$ cat src/rtl/bin2ascii_seq.sv
// bin2ascii_seq: sequential binary-to-ASCII decimal converter (double dabble).
// Converts one bit per clock, then formats the BCD result as ASCII with
// optional leading-zero blanking and saturation to all '9' on overflow.
//
// Ports:
//   clk        system clock, rising edge
//   rst        synchronous active-high reset
//   start      conversion request, honoured only while idle
//   bin        unsigned value, captured when start is accepted
//   busy       high while a conversion is in progress
//   done       one-cycle pulse when ascii_out/overflow are updated
//   ascii_out  DIGITS ASCII characters, byte [7:0] = least significant digit
//   overflow   last converted value did not fit in DIGITS decimal digits
module bin2ascii_seq #(
  parameter int BIN_W    = 16,
  parameter int DIGITS   = 5,
  parameter bit BLANK_LZ = 1'b1
) (
  input  logic                  clk,
  input  logic                  rst,
  input  logic                  start,
  input  logic [BIN_W-1:0]      bin,
  output logic                  busy,
  output logic                  done,
  output logic [8*DIGITS-1:0]   ascii_out,
  output logic                  overflow
);

  localparam int CNT_W = $clog2(BIN_W + 1);
  localparam int BCD_W = 4 * DIGITS;

  typedef enum logic [1:0] {IDLE, SHIFT, FORMAT} state_t;

  state_t              state;
  logic [BIN_W-1:0]    shift_q;
  logic [BCD_W-1:0]    bcd_q;
  logic                sticky_q;
  logic [CNT_W-1:0]    cnt_q;

  logic [BCD_W-1:0]    bcd_adj;
  logic [8*DIGITS-1:0] ascii_fmt;
  logic [8*DIGITS-1:0] ascii_rst;

  // add-3 correction applied to every nibble before the shift
  always_comb begin
    bcd_adj = bcd_q;
    for (int unsigned i = 0; i < DIGITS; i++) begin
      if (bcd_q[4*i +: 4] >= 4'd5)
        bcd_adj[4*i +: 4] = bcd_q[4*i +: 4] + 4'd3;
    end
  end

  // Output formatting. Scanning from the MSD down, 'seen' goes high at the
  // first nonzero digit (or at the LSD) so only true leading zeros blank.
  always_comb begin
    logic        seen;
    logic [3:0]  digit;
    int unsigned idx;
    ascii_fmt = '0;
    ascii_rst = '0;
    seen      = 1'b0;
    digit     = '0;
    idx       = 0;
    for (int unsigned k = 0; k < DIGITS; k++) begin
      idx   = DIGITS - 1 - k;
      digit = bcd_q[4*idx +: 4];
      ascii_rst[8*idx +: 8] = (idx == 0 || !BLANK_LZ) ? 8'h30 : 8'h20;
      if (sticky_q) begin
        ascii_fmt[8*idx +: 8] = 8'h39;
      end else begin
        if (digit != 4'd0 || idx == 0)
          seen = 1'b1;
        if (seen)
          ascii_fmt[8*idx +: 8] = {4'h3, digit};
        else
          ascii_fmt[8*idx +: 8] = BLANK_LZ ? 8'h20 : 8'h30;
      end
    end
  end

  always_ff @(posedge clk) begin
    if (rst) begin
      state     <= IDLE;
      busy      <= 1'b0;
      done      <= 1'b0;
      overflow  <= 1'b0;
      sticky_q  <= 1'b0;
      shift_q   <= '0;
      bcd_q     <= '0;
      cnt_q     <= '0;
      ascii_out <= ascii_rst;
    end else begin
      done <= 1'b0;
      case (state)
        IDLE: begin
          if (start) begin
            shift_q  <= bin;
            bcd_q    <= '0;
            sticky_q <= 1'b0;
            cnt_q    <= CNT_W'(BIN_W);
            busy     <= 1'b1;
            state    <= SHIFT;
          end
        end
        SHIFT: begin
          // the bit leaving the top nibble means the value exceeds DIGITS digits
          {bcd_q, shift_q} <= {bcd_adj[BCD_W-2:0], shift_q, 1'b0};
          sticky_q         <= sticky_q | bcd_adj[BCD_W-1];
          cnt_q            <= cnt_q - CNT_W'(1);
          if (cnt_q == CNT_W'(1))
            state <= FORMAT;
        end
        FORMAT: begin
          ascii_out <= ascii_fmt;
          overflow  <= sticky_q;
          done      <= 1'b1;
          busy      <= 1'b0;
          state     <= IDLE;
        end
        default: state <= IDLE;
      endcase
    end
  end

endmodule

$ cat config.mk
export PLATFORM = sky130hd
export DESIGN_NAME = bin2ascii_seq
export DESIGN_NICKNAME = d
export VERILOG_FILES = /design/src/rtl/bin2ascii_seq.sv
export SDC_FILE = /design/constraint.sdc
export NUM_CORES = 1
export LEC_CHECK = 0
export BUFFER_PORTS_ARGS = -buffer_cell sky130_fd_sc_hd__buf_2
export CAP_MARGIN = 20
export CORE_MARGIN = 3
export CORE_UTILIZATION = 56
export DETAILED_ROUTE_END_ITERATION = 10
export GPL_TIMING_DRIVEN = 0
export PLACE_DENSITY = 0.79
export SLEW_MARGIN = 25
export SYNTH_ARGS = -nofsm -noshare
export SYNTH_HDL_FRONTEND = slang
export SYNTH_SLANG_ARGS = --single-unit
export TNS_END_PERCENT = 100
$ cat constraint.sdc
create_clock -name clk -period 2.19 [get_ports clk]
set_clock_uncertainty 0.15 [all_clocks]
set_input_delay 0.1095 -clock clk [delete_from_list [all_inputs] [get_ports clk]]
set_output_delay 0.1095 -clock clk [all_outputs]
set_load 0.05 [all_outputs]
==> Word level (Yosys, flattened, before mapping) <==
Index checks and enable logic that the tools add are counted.
{ "totals": {"ff_bits": 87, "inputBits": 19, "out_inout_bits": 43, "elab_cells": 74} }
{ "op_classes": {"addsub": 6, "n_lt_le_gt_ge": 5, "n_eq_ne": 5, "n_mux": 38, "n_bitwise": 1, "n_reduce_logical": 10} }
{ "ops": {"columns": ["operator", "n"], "rows": [
  ["5-bit 2-to-1 mux", 11],
  ["20-bit case mux with 2 select lines", 1],
  ["16-bit case mux with 2 select lines", 1],
  ["4-bit by 2-bit adder with 4-bit output (second input constant)", 5],
  ["4-bit by 3-bit greater-or-equal comparator with 1-bit output (second input constant)", 5],
  ["20-bit 2-to-1 mux", 1],
  ["4-bit 2-to-1 mux", 5],
  ["16-bit 2-to-1 mux", 1],
  ["4-bit nonzero test", 4],
  ["1-bit 2-to-1 mux", 12],
  ["5-bit case mux with 2 select lines", 1],
  ["2-bit AND reduction", 3],
  ["5-bit by 1-bit == test with 1-bit output (second input constant)", 1],
  ["5-bit by 1-bit subtractor with 5-bit output (second input constant)", 1],
  ["2-bit 2-to-1 mux", 2],
  ["2-bit != test (second input constant)", 2],
  ["1-bit case mux with 2 select lines", 2],
  ["2-bit case mux with 2 select lines", 1],
  ["2-bit nonzero test", 2],
  ["2-bit by 1-bit == test with 1-bit output (second input constant)", 1],
  ["2-bit == test (second input constant)", 1],
  ["2-bit zero test", 1],
  ["1-bit bitwise OR", 1]
]} }

==> Longest topological paths before layout <==
Gate-level depths: netlist of run 1.
{ "logic_depth": {"depth_word": 11, "ltp_mapped": 6, "mapped_depth_nobuf": 5} }

==> Worst setup path after synthesis of run 1 <==
Ideal clock, no wire load.
{ "synth_timing": {"path_type": "reg2reg", "from": "register bcd_q[16]", "to": "register ascii_out[12]", "setup_ps": 130, "arrival_ps": 1470, "t_required_ps": 1910, "path_slack_ps": 440, "path_stages_with_launch": 7, "n_path_buf": 1, "synth_period_minus_slack_ps": 1750, "path_cell_list": "dfxtp_1 inv_1 ha_1 or3b_1 buf_6 nor4_4 a21oi_1"} }
{ "synth_between": {"elab_chain_cells": 11} }
{ "synth_lines": {"columns": ["item", "line_no", "rtl"], "rows": [
  ["from (decl)", "36", "logic [BCD_W-1:0] bcd_q;"],
  ["from (signal assigned)", "107", "{bcd_q, shift_q} <= {bcd_adj[BCD_W-2:0], shift_q, 1'b0};"],
  ["4-bit nonzero test", "71", "if (digit != 4'd0 || idx == 0)"],
  ["1-bit 2-to-1 mux", "71", null],
  ["1-bit 2-to-1 mux", "68", "if (sticky_q) begin"],
  ["1-bit 2-to-1 mux", "71", null],
  ["1-bit 2-to-1 mux", "68", null],
  ["1-bit 2-to-1 mux", "71", null],
  ["1-bit 2-to-1 mux", "68", null],
  ["1-bit 2-to-1 mux", "71", null],
  ["1-bit 2-to-1 mux", "68", null],
  ["5-bit 2-to-1 mux", "73", "if (seen)"],
  ["5-bit 2-to-1 mux", "68", null],
  ["to (signal assigned)", "91", "ascii_out <= ascii_rst;"],
  ["to (signal assigned)", "114", "ascii_out <= ascii_fmt;"],
  ["to (decl)", "25", "output logic [8*DIGITS-1:0] ascii_out,"]
]} }
Every way passes these cells. The select of a mux whose other input is x is not followed.
A chain may end at the register's enable or synchronous reset.

==> Worst setup path after layout of run 1 <==
{ "layout_timing": {"from": "register bcd_q[16]", "to": "register ascii_out[8]"} }
Same word-level chain as after synthesis.

==> impl_results.md, run 1 <==
* Clock Latency Late Sink at 350 ps
* Synth warn at 0
* Number of flops mapped to enable cells by yosys at 0
* Netlist Area Pre-Place at 3583 sq um
* # port buffers at 44
* First-pass GRT wire length at approximately 15,000 microns
* Tcrit/Tclk final at between 90% and 100%
* Worst Hold End: shift_q[0]$_SDFFE_PP0P_
* Terminus of the critical flop-to-flop path: ascii_out[8]$_SDFFE_PP0P_
* Number of global-route vias before repair at around 3,200
* Grt total ovfl at 0
* Peak VDD IR at 453.3 uV
* CTS buffer count at 9
* FF+latch area at ~1400 sq um
* CORE AREA at ~6100 sq um
* Required time at the worst-slack endpoint at 2270 ps
* Status: complete, no violations
* Register clock-pin slew on the reported worst setup and hold paths at 70 ps
* Critical path launch point type: register
* CTS tree: yes
* R2R cell count at 6
* Core Util, Final at 69.51%
* Area grow syn2layout at 17.56%
* Total negative slack at 0 ps
* GR Util All Layers at a little over a quarter
* Setup crit end kind: register
* Final Hold Viols at 0
* N_diodes at 0
* Final Max Slew Viols at 0
* Vias at between 3,000 and 4,000
* Met2 GRT Util at 42.33%
* HP Class: in -> reg
* Met1 GRT Util at 32.58%
* Netlist cell types at 50
* Hold path depth at 4
* Area of the multi-input gates at 1841 sq um
* GRT busiest layer: met2
* CTS resizes at 0
* Final setup vio count at 0
* Commonest non-fill, non-tap cell in the layout: dfxtp_1
* Register bit total from synthesis at between 70 and 80
* Pre-antenna DRT Iters at 5
* Fin nets at 509
* F_max at 498.7 MHz
* Post-synth ARST share at 0%
* Worst Path Arrival at 2080 ps
* Crit Path Max Fanout at 6
* Root buffer cell: clkbuf_8
* Cell Pwr Density at a little over 700 nW/um^2
* RSZ-0062 raised after global routing: no
* Fraction of the yosys area taken by sequential cells at between 30% and 40%
* Final ANT Viol Nets at 0
* Die area at 7395 sq um
* Fraction of layout cells with a size suffix above 1 at 24.38%
* Synthesized area per cell at roughly 9 sq um
* Largest net degree at the start of global routing at 12
* M3 GR Usage at 5.476%
* Die width at 86.00 microns
* # DRC at 0
* Gate Count Post-Synth at 404
* Initial core utilization at 59.12%
* MaxCap Viol Count at 0
* Antenna violations before repair at 0
* Tmin final at 2005 ps
* GPL Wtd Cong at between 0.9 and 1
* Relative slew slack at 55.71%
* Htree depth at 3
* Routed len/inst at roughly 17 microns
* Maximum root-to-sink buffer count at 2
* Top FF cell, synth: dfxtp_1
* Initial drt markers at 263
* Fillers at 463
* Hold slack at around 43 ps
* Actual slew at the worst max-slew pin at 664.4 ps
* Drt total wl at 9397 microns
* R2R Path Start: bcd_q[16]$_SDFFE_PP0P_
* Placement Rows at 28
* CP Class: reg -> reg
* CTS sink cnt at 71
* R2R Setup Slk at 180 ps
* Hpwl dp at 6538 microns
* Hold path startpoint: bin[0]
* Chip height at 86.00 microns
* IO Pins at 62
* Leak pwr at 0.001675 uW
* Commonest non-fill, non-tap cells in the layout: dfxtp_1 (71), buf_2 (61), nor2_1 (30), inv_1 (25), a21oi_1 (25)
* Vias per cell at 6.034
-- critical path: stages, from the launching register on --
cell     delay (ps)
dfxtp_1         340
inv_1           120
ha_1            220
or3b_1          380
buf_6           150
nor4_4          410
a21oi_1         110
-- flip-flops by register name (all words and copies together) (netlist names) --
name,count
cnt_q,5
shift_q,16
overflow,1
state,2
sticky_q,1
ascii_out,24
bcd_q,20
busy,1
done,1
-- cell families (layout without fill, tap and decap cells) --
logic type | Yosys count | count (layout) | synth area share, %
compound gates | 123 | 123 | 25.80
xor+xnor | 1 | 1 | 0.2445
fa+ha+maj | 15 | 15 | 5.237
buf+inv | 73 | 135 | 10.44
flops | 71 | 71 | 39.66
other cells | 2 | 16 | 0.2096
simple gates | 119 | 119 | 18.40
-- area by class of cell --
| cell class | instances | share of cell area (%) |
|---|---|---|
| plain buffers | 47 | 6.564 |
| clock buffers | 14 | 4.336 |
| clock inverters | 2 | 1.426 |
| inverters | 26 | 2.317 |
| multi-input cells | 274 | 43.69 |
| flip-flops and latches | 71 | 33.74 |
| well taps | 75 | 2.228 |
| repair buffers | 46 | 5.702 |
-- what timing repair did --
action                    4_1_cts  5_1_grt
hold endpoints to repair        2        0
buffers inserted                0        0
hold buffers                    2        0
-- per-stage QoR --
step                      instance area, sq um  total power (uW)  std cells  setup slack, ps
after global routing                      4213              3152        555            95.77
final                                     4213              3054        555            184.7
after global placement                    3950              1811        537            243.0
after detailed placement                  3950              1821        537            243.8
after floorplan                           3636              1727        418            439.7
after CTS                                 4213              3062        555            205.1
-- cells in the mapped netlist (all sizes together), types with 13 or more instances --
library cell / count / area [sq um]
dfxtp: 71 / 1421
buf: 40 / 250.2
nor2: 30 / 112.6
a21oi: 25 / 125.1
inv: 25 / 93.84
nand3: 24 / 120.1
nand2: 18 / 67.56
o211ai: 16 / 120.1
ha: 15 / 187.7
o21ai: 15 / 75.07
a2bb2oi: 13 / 113.9
o221a: 13 / 146.4
-- worst max-delay path by stage --
| stage | start | endpoint | cells after the start |
|---|---|---|---|
| 2_1_floorplan | bcd_q[16]$_SDFFE_PP0P_ | ascii_out[12]$_SDFFE_PP0P_ | 6 |
| 3_3_place_gp | bcd_q[16]$_SDFFE_PP0P_ | ascii_out[12]$_SDFFE_PP0P_ | 6 |
| 3_5_place_dp | bcd_q[16]$_SDFFE_PP0P_ | ascii_out[8]$_SDFFE_PP0P_ | 6 |
| 4_1_cts | bcd_q[16]$_SDFFE_PP0P_ | ascii_out[8]$_SDFFE_PP0P_ | 6 |
| 5_1_grt | bcd_q[17]$_SDFFE_PP0P_ | ascii_out[16]$_SDFFE_PP0P_ | 6 |
| 6_report | bcd_q[16]$_SDFFE_PP0P_ | ascii_out[8]$_SDFFE_PP0P_ | 6 |
-- power breakdown --
group | total (uW) | internal (uW) | switching [uW]
combinational | 425 | 162 | 263
clock | 1250 | 767 | 486
sequential | 1380 | 1340 | 33.6
-- metal layers --
metal | wire (microns) | vias up
li1 | - | 1592
met1 | 3917 | 1576
met2 | 4379 | 147
met3 | 798 | 34
met4 | 301 | 0
met5 | 0 | -
No activity file was read; power rests on OpenSTA's default activity.
==> run 2: changes to the inputs <==
--- a/config.mk
+++ b/config.mk
@@ -8,10 +8,10 @@
 export BUFFER_PORTS_ARGS = -buffer_cell sky130_fd_sc_hd__buf_2
 export CAP_MARGIN = 20
 export CORE_MARGIN = 3
-export CORE_UTILIZATION = 56
+export CORE_UTILIZATION = 51
 export DETAILED_ROUTE_END_ITERATION = 10
 export GPL_TIMING_DRIVEN = 0
-export PLACE_DENSITY = 0.79
+export PLACE_DENSITY = 0.76
 export SLEW_MARGIN = 25
 export SYNTH_ARGS = -nofsm -noshare
 export SYNTH_HDL_FRONTEND = slang
==> constraint.sdc (replaced) <==
create_clock -name clk -period 1.72 [get_ports clk]
set_clock_uncertainty 0.15 [all_clocks]
set_input_delay 0.086 -clock clk [delete_from_list [all_inputs] [get_ports clk]]
set_output_delay 0.086 -clock clk [all_outputs]
set_load 0.05 [all_outputs]
==> run 2 against run 1 <==
Largest cell class unchanged. Via count is 0.99% higher. The run now ends with setup timing left. Sequential share of layout area is 0.88 points lower. Clock-buffer cell count is 4 lower. Sequential power is 27% higher. Fmax is 11% higher. Critical path type unchanged. Critical path depth stayed put. Global-route usage is 1.5 points lower. Clock power is 22% higher. Design area is 3.6% higher. Setup slack worse by 270 ps. Hold slack worse by 39 ps.
==> impl_results.md, run 2 (synthesis gave the netlist of run 1 again) <==
* End point of the critical path: ascii_out[8]$_SDFFE_PP0P_
* Final setup vio count at 4 (+4)
* Max FFs per register at 24 (unchanged)
* Final Max Slew Viols at 0 (unchanged)
* Final Hold Viols at 0 (unchanged)
* Commonest non-fill, non-tap cell in the layout: dfxtp_1
* RSZ-0062 raised after global routing: yes
* Cell Pwr Density at 876.6 nW/um^2 (+21%)
* Pre-antenna DRT Iters at 5 (unchanged)
* Clock Latency Late Sink at 360 ps (about the same)
* Fraction of layout cells with a size suffix above 1 at 28.95% (+4.6 points)
* IO Pins at 62 (unchanged)
* Worst Path Arrival at 1890 ps (-190 ps)
* # port buffers at 44 (unchanged)
* Initial drt markers at 280 (+6.5%)
* CORE AREA at 6568 sq um (+8.4%)
* Commonest non-fill, non-tap cells in the layout: dfxtp_1 (65), buf_2 (54), buf_4 (29), nor2_1 (29), a21oi_1 (25)
* Final ANT Viol Nets at 0 (unchanged)
* Htree depth at 3 (unchanged)
* CTS tree: yes
* Critical path launch point type: register
* Routed len/inst at 16.99 microns (+0.37%)
* Area grow syn2layout at 21.79%
* N_diodes at 0 (unchanged)
* Area of the multi-input gates at 1888 sq um (+2.6%)
* Fin nets at 517 (+1.6%)
* Placed Cells at 555 (+3.4%)
* Top flop regs: ascii_out x24, bcd_q x20, shift_q x16
* HP Class: in -> reg
* Setup ws final at -82.14 ps (-266.8 ps)
* Hold slack at 4.259 ps (-38.96 ps)
* First-pass GRT wire length at 16,190 microns (+7.0%)
* Die width at 89.83 microns (+4.5%)
* Fillers at 542 (+17%)
* Most flops, register: ascii_out
* Setup crit end kind: register
* CP Class: reg -> reg
* Antenna violations before repair at 0 (unchanged)
* R2R Path Start: bcd_q[17]$_SDFFE_PP0P_
* Number of global-route vias before repair at 3,146 (-0.54%)
* Combinational power share at 14.7% (+0.8 points)
* Initial core utilization at 54.56% (-4.6 points)
* Sequential fraction of design power at 45.7% (+0.6 points)
* Failing checks: setup timing
* Maximum root-to-sink buffer count at 2 (unchanged)
* MaxCap Viol Count at 0 (unchanged)
* # DRC at 0 (unchanged)
* R2R cell count at 6 (unchanged)
* Vias per cell at 5.831 (-3.4%)
* Actual slew at the worst max-slew pin at 660.5 ps (-3.938 ps)
* R2R Setup Slk at -80 ps (-270 ps)
* GPL Wtd Cong at 0.8891 (-5.2%)
* Register clock-pin slew on the reported worst setup and hold paths at 80 ps (about the same)
* Tcrit/Tclk final at 104.8% (+13 points)
* Relative slew slack at 55.97% (+0.26 points)
* Die area at 8069 sq um (+9.1%)
* Pint at 2772 uW (+22%)
* Crit Path Max Fanout at 4 (-2)
* Hpwl dp at 6584 microns (+0.70%)
* Net Sw Frac at 27.54% (+1.9 points)
* Vias at 3,382 (+0.99%)
* FF+latch area at 1434 sq um (+0.88%)
* Leak pwr at 0.001709 uW (+2.1%)
* Required time at the worst-slack endpoint at 1810 ps (-460 ps)
* GR Util All Layers at 24.61% (-1.5 points)
* Root buffer cell: clkbuf_8
* CTS sink cnt at 71 (unchanged)
* Largest net degree at the start of global routing at 13 (+1)
* Peak VDD IR at 486.6 uV (+7.3%)
* Tmin final at 1802 ps (-203.2 ps)
* Grt total ovfl at 0 (unchanged)
* Clk network pwr share at 39.6% (-1.4 points)
* CTS buffer count at 9 (unchanged)
* Status: finished, violations left
* Placement Rows at 29 (+3.6%)
* Final std cells w/o fill at 580 (+4.5%)
* Terminus of the critical flop-to-flop path: ascii_out[8]$_SDFFE_PP0P_
* Chip height at 89.83 microns (+4.5%)
* F_max at 554.9 MHz (+11%)
* DP Worst Slack at -100.9 ps (-344.6 ps)
* Critical Path Start: bcd_q[17]$_SDFFE_PP0P_
* Drt total wl at 9857 microns (+4.9%)
* Sw power at 1053 uW (+35%)
[run 2: worst min path at each step]
stage / startpoint / end / slack [ps] / cells after the start
after floorplan: rst / bcd_q[2]$_SDFFE_PP0P_ / 140 / 3
after global placement: bin[14] / shift_q[14]$_SDFFE_PP0P_ / 280 / 3
after detailed placement: bin[15] / shift_q[15]$_SDFFE_PP0P_ / 280 / 3
after CTS: bin[0] / shift_q[0]$_SDFFE_PP0P_ / 3 / 4
after global routing: bin[10] / shift_q[10]$_SDFFE_PP0P_ / 30 / 4
final: bin[10] / shift_q[10]$_SDFFE_PP0P_ / 4 / 4
[run 2: area by class of cell]
type / instances / area share [%]
Clock buffer: 10 / 3.154
Sequential cell: 71 / 32.86
Inverter: 26 / 2.380
Tap cell: 93 / 2.666
Multi-Input combinational cell: 274 / 43.26
Timing Repair Buffer: 54 / 6.881
Buffer: 47 / 6.909
Clock inverter: 5 / 1.892
[run 2: power by group through the flow]
stage / sequential [uW] / combinational [uW] / clock [uW]
6_report: 1750 / 562 / 1520
5_1_grt: 1760 / 606 / 1590
4_1_cts: 1750 / 542 / 1510
3_5_place_dp: 1790 / 534 / 0
3_3_place_gp: 1790 / 522 / 0
2_1_floorplan: 1800 / 396 / 0
[run 2: metal layers]
layer | global-route usage [%] | part of all wire [%]
met5 | 0 | 0
met2 | 37.72 | 46
met4 | 10.60 | 2.8
met1 | 32.83 | 43
met3 | 6.427 | 8.4
[run 2: timing repair]
| item | CTS | global route |
|---|---|---|
| setup buffers | 6 | 2 |
| endpoints found under the hold margin | 2 | 0 |
| pin swaps | 6 | 3 |
| endpoints found under the setup margin | 21 | 28 |
| hold buffers | 2 | 0 |
| resized for setup | 16 | 21 |
[run 2: critical path, stage by stage (launching register included)]
cell and delay, ps:
dfxtp_4 360, inv_4 60, ha_4 130, or3b_1 350, buf_6 140, nor4_4 390
a21oi_1 110
[run 2: through the flow]
step	util (%)	area [sq um]	TNS, ps	power [uW]
after floorplan	-	3636	0	2199
after global placement	60.49	3973	-390.6	2309
after detailed placement	60.49	3973	-711.1	2322
after CTS	65.36	4293	-235.8	3802
after global routing	66.45	4364	-546.3	3956
final	66.45	4364	-304.5	3826
==> run 3: changes to the inputs <==
--- a/config.mk
+++ b/config.mk
@@ -10,9 +10,7 @@
 export CORE_MARGIN = 3
 export CORE_UTILIZATION = 51
 export DETAILED_ROUTE_END_ITERATION = 10
-export GPL_TIMING_DRIVEN = 0
 export PLACE_DENSITY = 0.76
-export SLEW_MARGIN = 25
 export SYNTH_ARGS = -nofsm -noshare
 export SYNTH_HDL_FRONTEND = slang
 export SYNTH_SLANG_ARGS = --single-unit
==> run 3 against run 2 <==
The flow now finishes without violations. Register-to-register slack improved by 120 ps. Clock power decreased by 5%. Setup slack improved by 120 ps. Hold slack improved by 6.8 ps. Design area decreased by 1.1%. Critical endpoint is now ascii_out[12]$_SDFFE_PP0P_.
==> impl_results.md, run 3 (synthesis gave the netlist of run 1 again) <==
* Status: complete, no violations
* Fillers at 551 (+1.7%)
* Chip height at 89.83 microns (unchanged)
* Core Util, Final at 65.73% (-0.72 points)
* F_max at 594.6 MHz (+7.2%)
* Final ANT Viol Nets at 0 (unchanged)
* Commonest non-fill, non-tap cells in the layout: dfxtp_1 (67), buf_2 (45), buf_4 (42), nor2_1 (30)
* CP Class: reg -> reg
* Final setup vio count at 0 (-4)
* # DRC at 0 (unchanged)
* Drt total wl at 8639 microns (-12%)
* Setup ws final at 38.13 ps (+120.3 ps)
* Vias per cell at 5.688 (-2.4%)
* RSZ-0062 raised after global routing: yes
* Final Max Slew Viols at 0 (unchanged)
* CTS buffer count at 9 (unchanged)
* Placement Rows at 29 (unchanged)
* Area grow syn2layout at 20.46%
* Die area at 8069 sq um (unchanged)
* Setup crit end kind: register
* Leak pwr at 0.001691 uW (-1.1%)
* Htree depth at 3 (unchanged)
* Initial drt markers at 184 (-34%)
* GPL Wtd Cong at 0.8751 (-1.6%)
* CTS tree: yes
* Vias at 3,248 (-4.0%)
* Peak VDD IR at 756.6 uV (+55%)
* Commonest non-fill, non-tap cell in the layout: dfxtp_1
* Die width at 89.83 microns (unchanged)
* Fraction of layout cells with a size suffix above 1 at 29.08% (+0.13 points)
* Worst Path Arrival at 1770 ps (-120 ps)
* Root buffer cell: clkbuf_8
* Number of global-route vias before repair at 3,143 (-0.095%)
* Clock Latency Late Sink at 350 ps (about the same)
* # port buffers at 45 (+2.3%)
* First-pass GRT wire length at 14,680 microns (-9.3%)
* Maximum root-to-sink buffer count at 2 (unchanged)
* Final Hold Viols at 0 (unchanged)
* MaxCap Viol Count at 0 (unchanged)
* Fin nets at 507 (-1.9%)
* Routed len/inst at 15.13 microns (-11%)
* Tmin final at 1682 ps (-120.3 ps)
* IO Pins at 62 (unchanged)
* Tcrit/Tclk final at 97.78% (-7.0 points)
* Top flop regs: ascii_out x24, bcd_q x20, shift_q x16
* CORE AREA at 6568 sq um (unchanged)
* R2R Setup Slk at 40 ps (+120 ps)
* Grt total ovfl at 0 (unchanged)
* Critical path launch point type: register
* Crit Path Max Fanout at 4 (unchanged)
* Antenna violations before repair at 0 (unchanged)
* DP Worst Slack at -1.457 ps (+99.42 ps)
* CTS sink cnt at 71 (unchanged)
* Area of the multi-input gates at 1882 sq um (-0.33%)
* Hpwl dp at 5861 microns (-11%)
* Required time at the worst-slack endpoint at 1810 ps (about the same)
* Most flops, register: ascii_out
* N_diodes at 0 (unchanged)
* HP Class: in -> reg
* Pre-antenna DRT Iters at 5 (unchanged)
* FF+latch area at 1426 sq um (-0.52%)
* Max FFs per register at 24 (unchanged)
* Cell Pwr Density at 860.0 nW/um^2 (-1.9%)
* GR Util All Layers at 21.70% (-2.9 points)
* Register clock-pin slew on the reported worst setup and hold paths at 80 ps (about the same)
* Largest net degree at the start of global routing at 26 (+13)
* Initial core utilization at 54.56% (unchanged)
## run 3: cell count changes in the layout (fill, tap and decap cells not counted), moves of 2 or more
cell / previous run / this run
inv_4: 2 / 0
inv_2: 0 / 3
buf_4: 29 / 42
clkbuf_1: 7 / 1
clkbuf_4: 3 / 0
dfxtp_4: 2 / 0
buf_6: 3 / 1
dfxtp_1: 65 / 67
buf_1: 3 / 0
buf_2: 54 / 45
## run 3: path summary, 6_finish.rpt
path | start | end | cells past startpoint
setup reg to reg | bcd_q[12]$_SDFFE_PP0P_ | ascii_out[12]$_SDFFE_PP0P_ | 6
setup / recovery | bcd_q[12]$_SDFFE_PP0P_ | ascii_out[12]$_SDFFE_PP0P_ | 6
hold / removal | bin[11] | shift_q[11]$_SDFFE_PP0P_ | 4
hold reg to reg | ascii_out[33]$_SDFFE_PP0P_ | ascii_out[33]$_SDFFE_PP0P_ | 2
## run 3: timing repair
item / CTS / global route
gates resized for setup: 2 / 14
buffers inserted: 0 / 6
pin swaps: 1 / 5
hold endpoints to repair: 7 / 0
hold buffers: 3 / 0
setup endpoints to repair: 2 / 7
## run 3: layer usage
metal | part of all wire [%] | track usage, %
met1 | 45 | 27.83
met2 | 49 | 36.03
met3 | 5.1 | 5.008
met4 | 1.3 | 7.407
met5 | 0 | 0
## run 3: critical path, cell delays in order, from the launching register on
cell and delay [ps]:
dfxtp_2 330, inv_2 70, ha_4 120, or3b_4 400, nor4_4 250, buf_4 180
a21oi_1 70
## run 3: power breakdown
group          internal (uW)  switching, uW  total [uW]
clock network            811            625        1440
registers               1710           43.2        1750
logic                    203            320         523
total                   2720            989        3710
## run 3: stage by stage
stage / cells / total power [uW] / hold slack, ps / area [sq um] / setup TNS [ps]
finish: 571 / 3712 / 11.08 / 4317 / 0
global route: 571 / 3854 / 30.36 / 4317 / -74.98
floorplan: 418 / 2199 / 141.4 / 3636 / 0
detailed placement: 546 / 2301 / 242.3 / 3981 / -1.457
CTS: 565 / 3727 / 9.192 / 4227 / 0
global placement: 546 / 2288 / 242.6 / 3981 / 0
## run 3: cell type report
| class | count | area share, % |
|---|---|---|
| multi-input cells | 274 | 43.59 |
| well taps | 93 | 2.696 |
| repair buffers | 91 | 13.48 |
| flip-flops and latches | 71 | 33.04 |
| clock inverters | 6 | 1.971 |
| clock buffers | 10 | 2.957 |
| inverters | 26 | 2.261 |
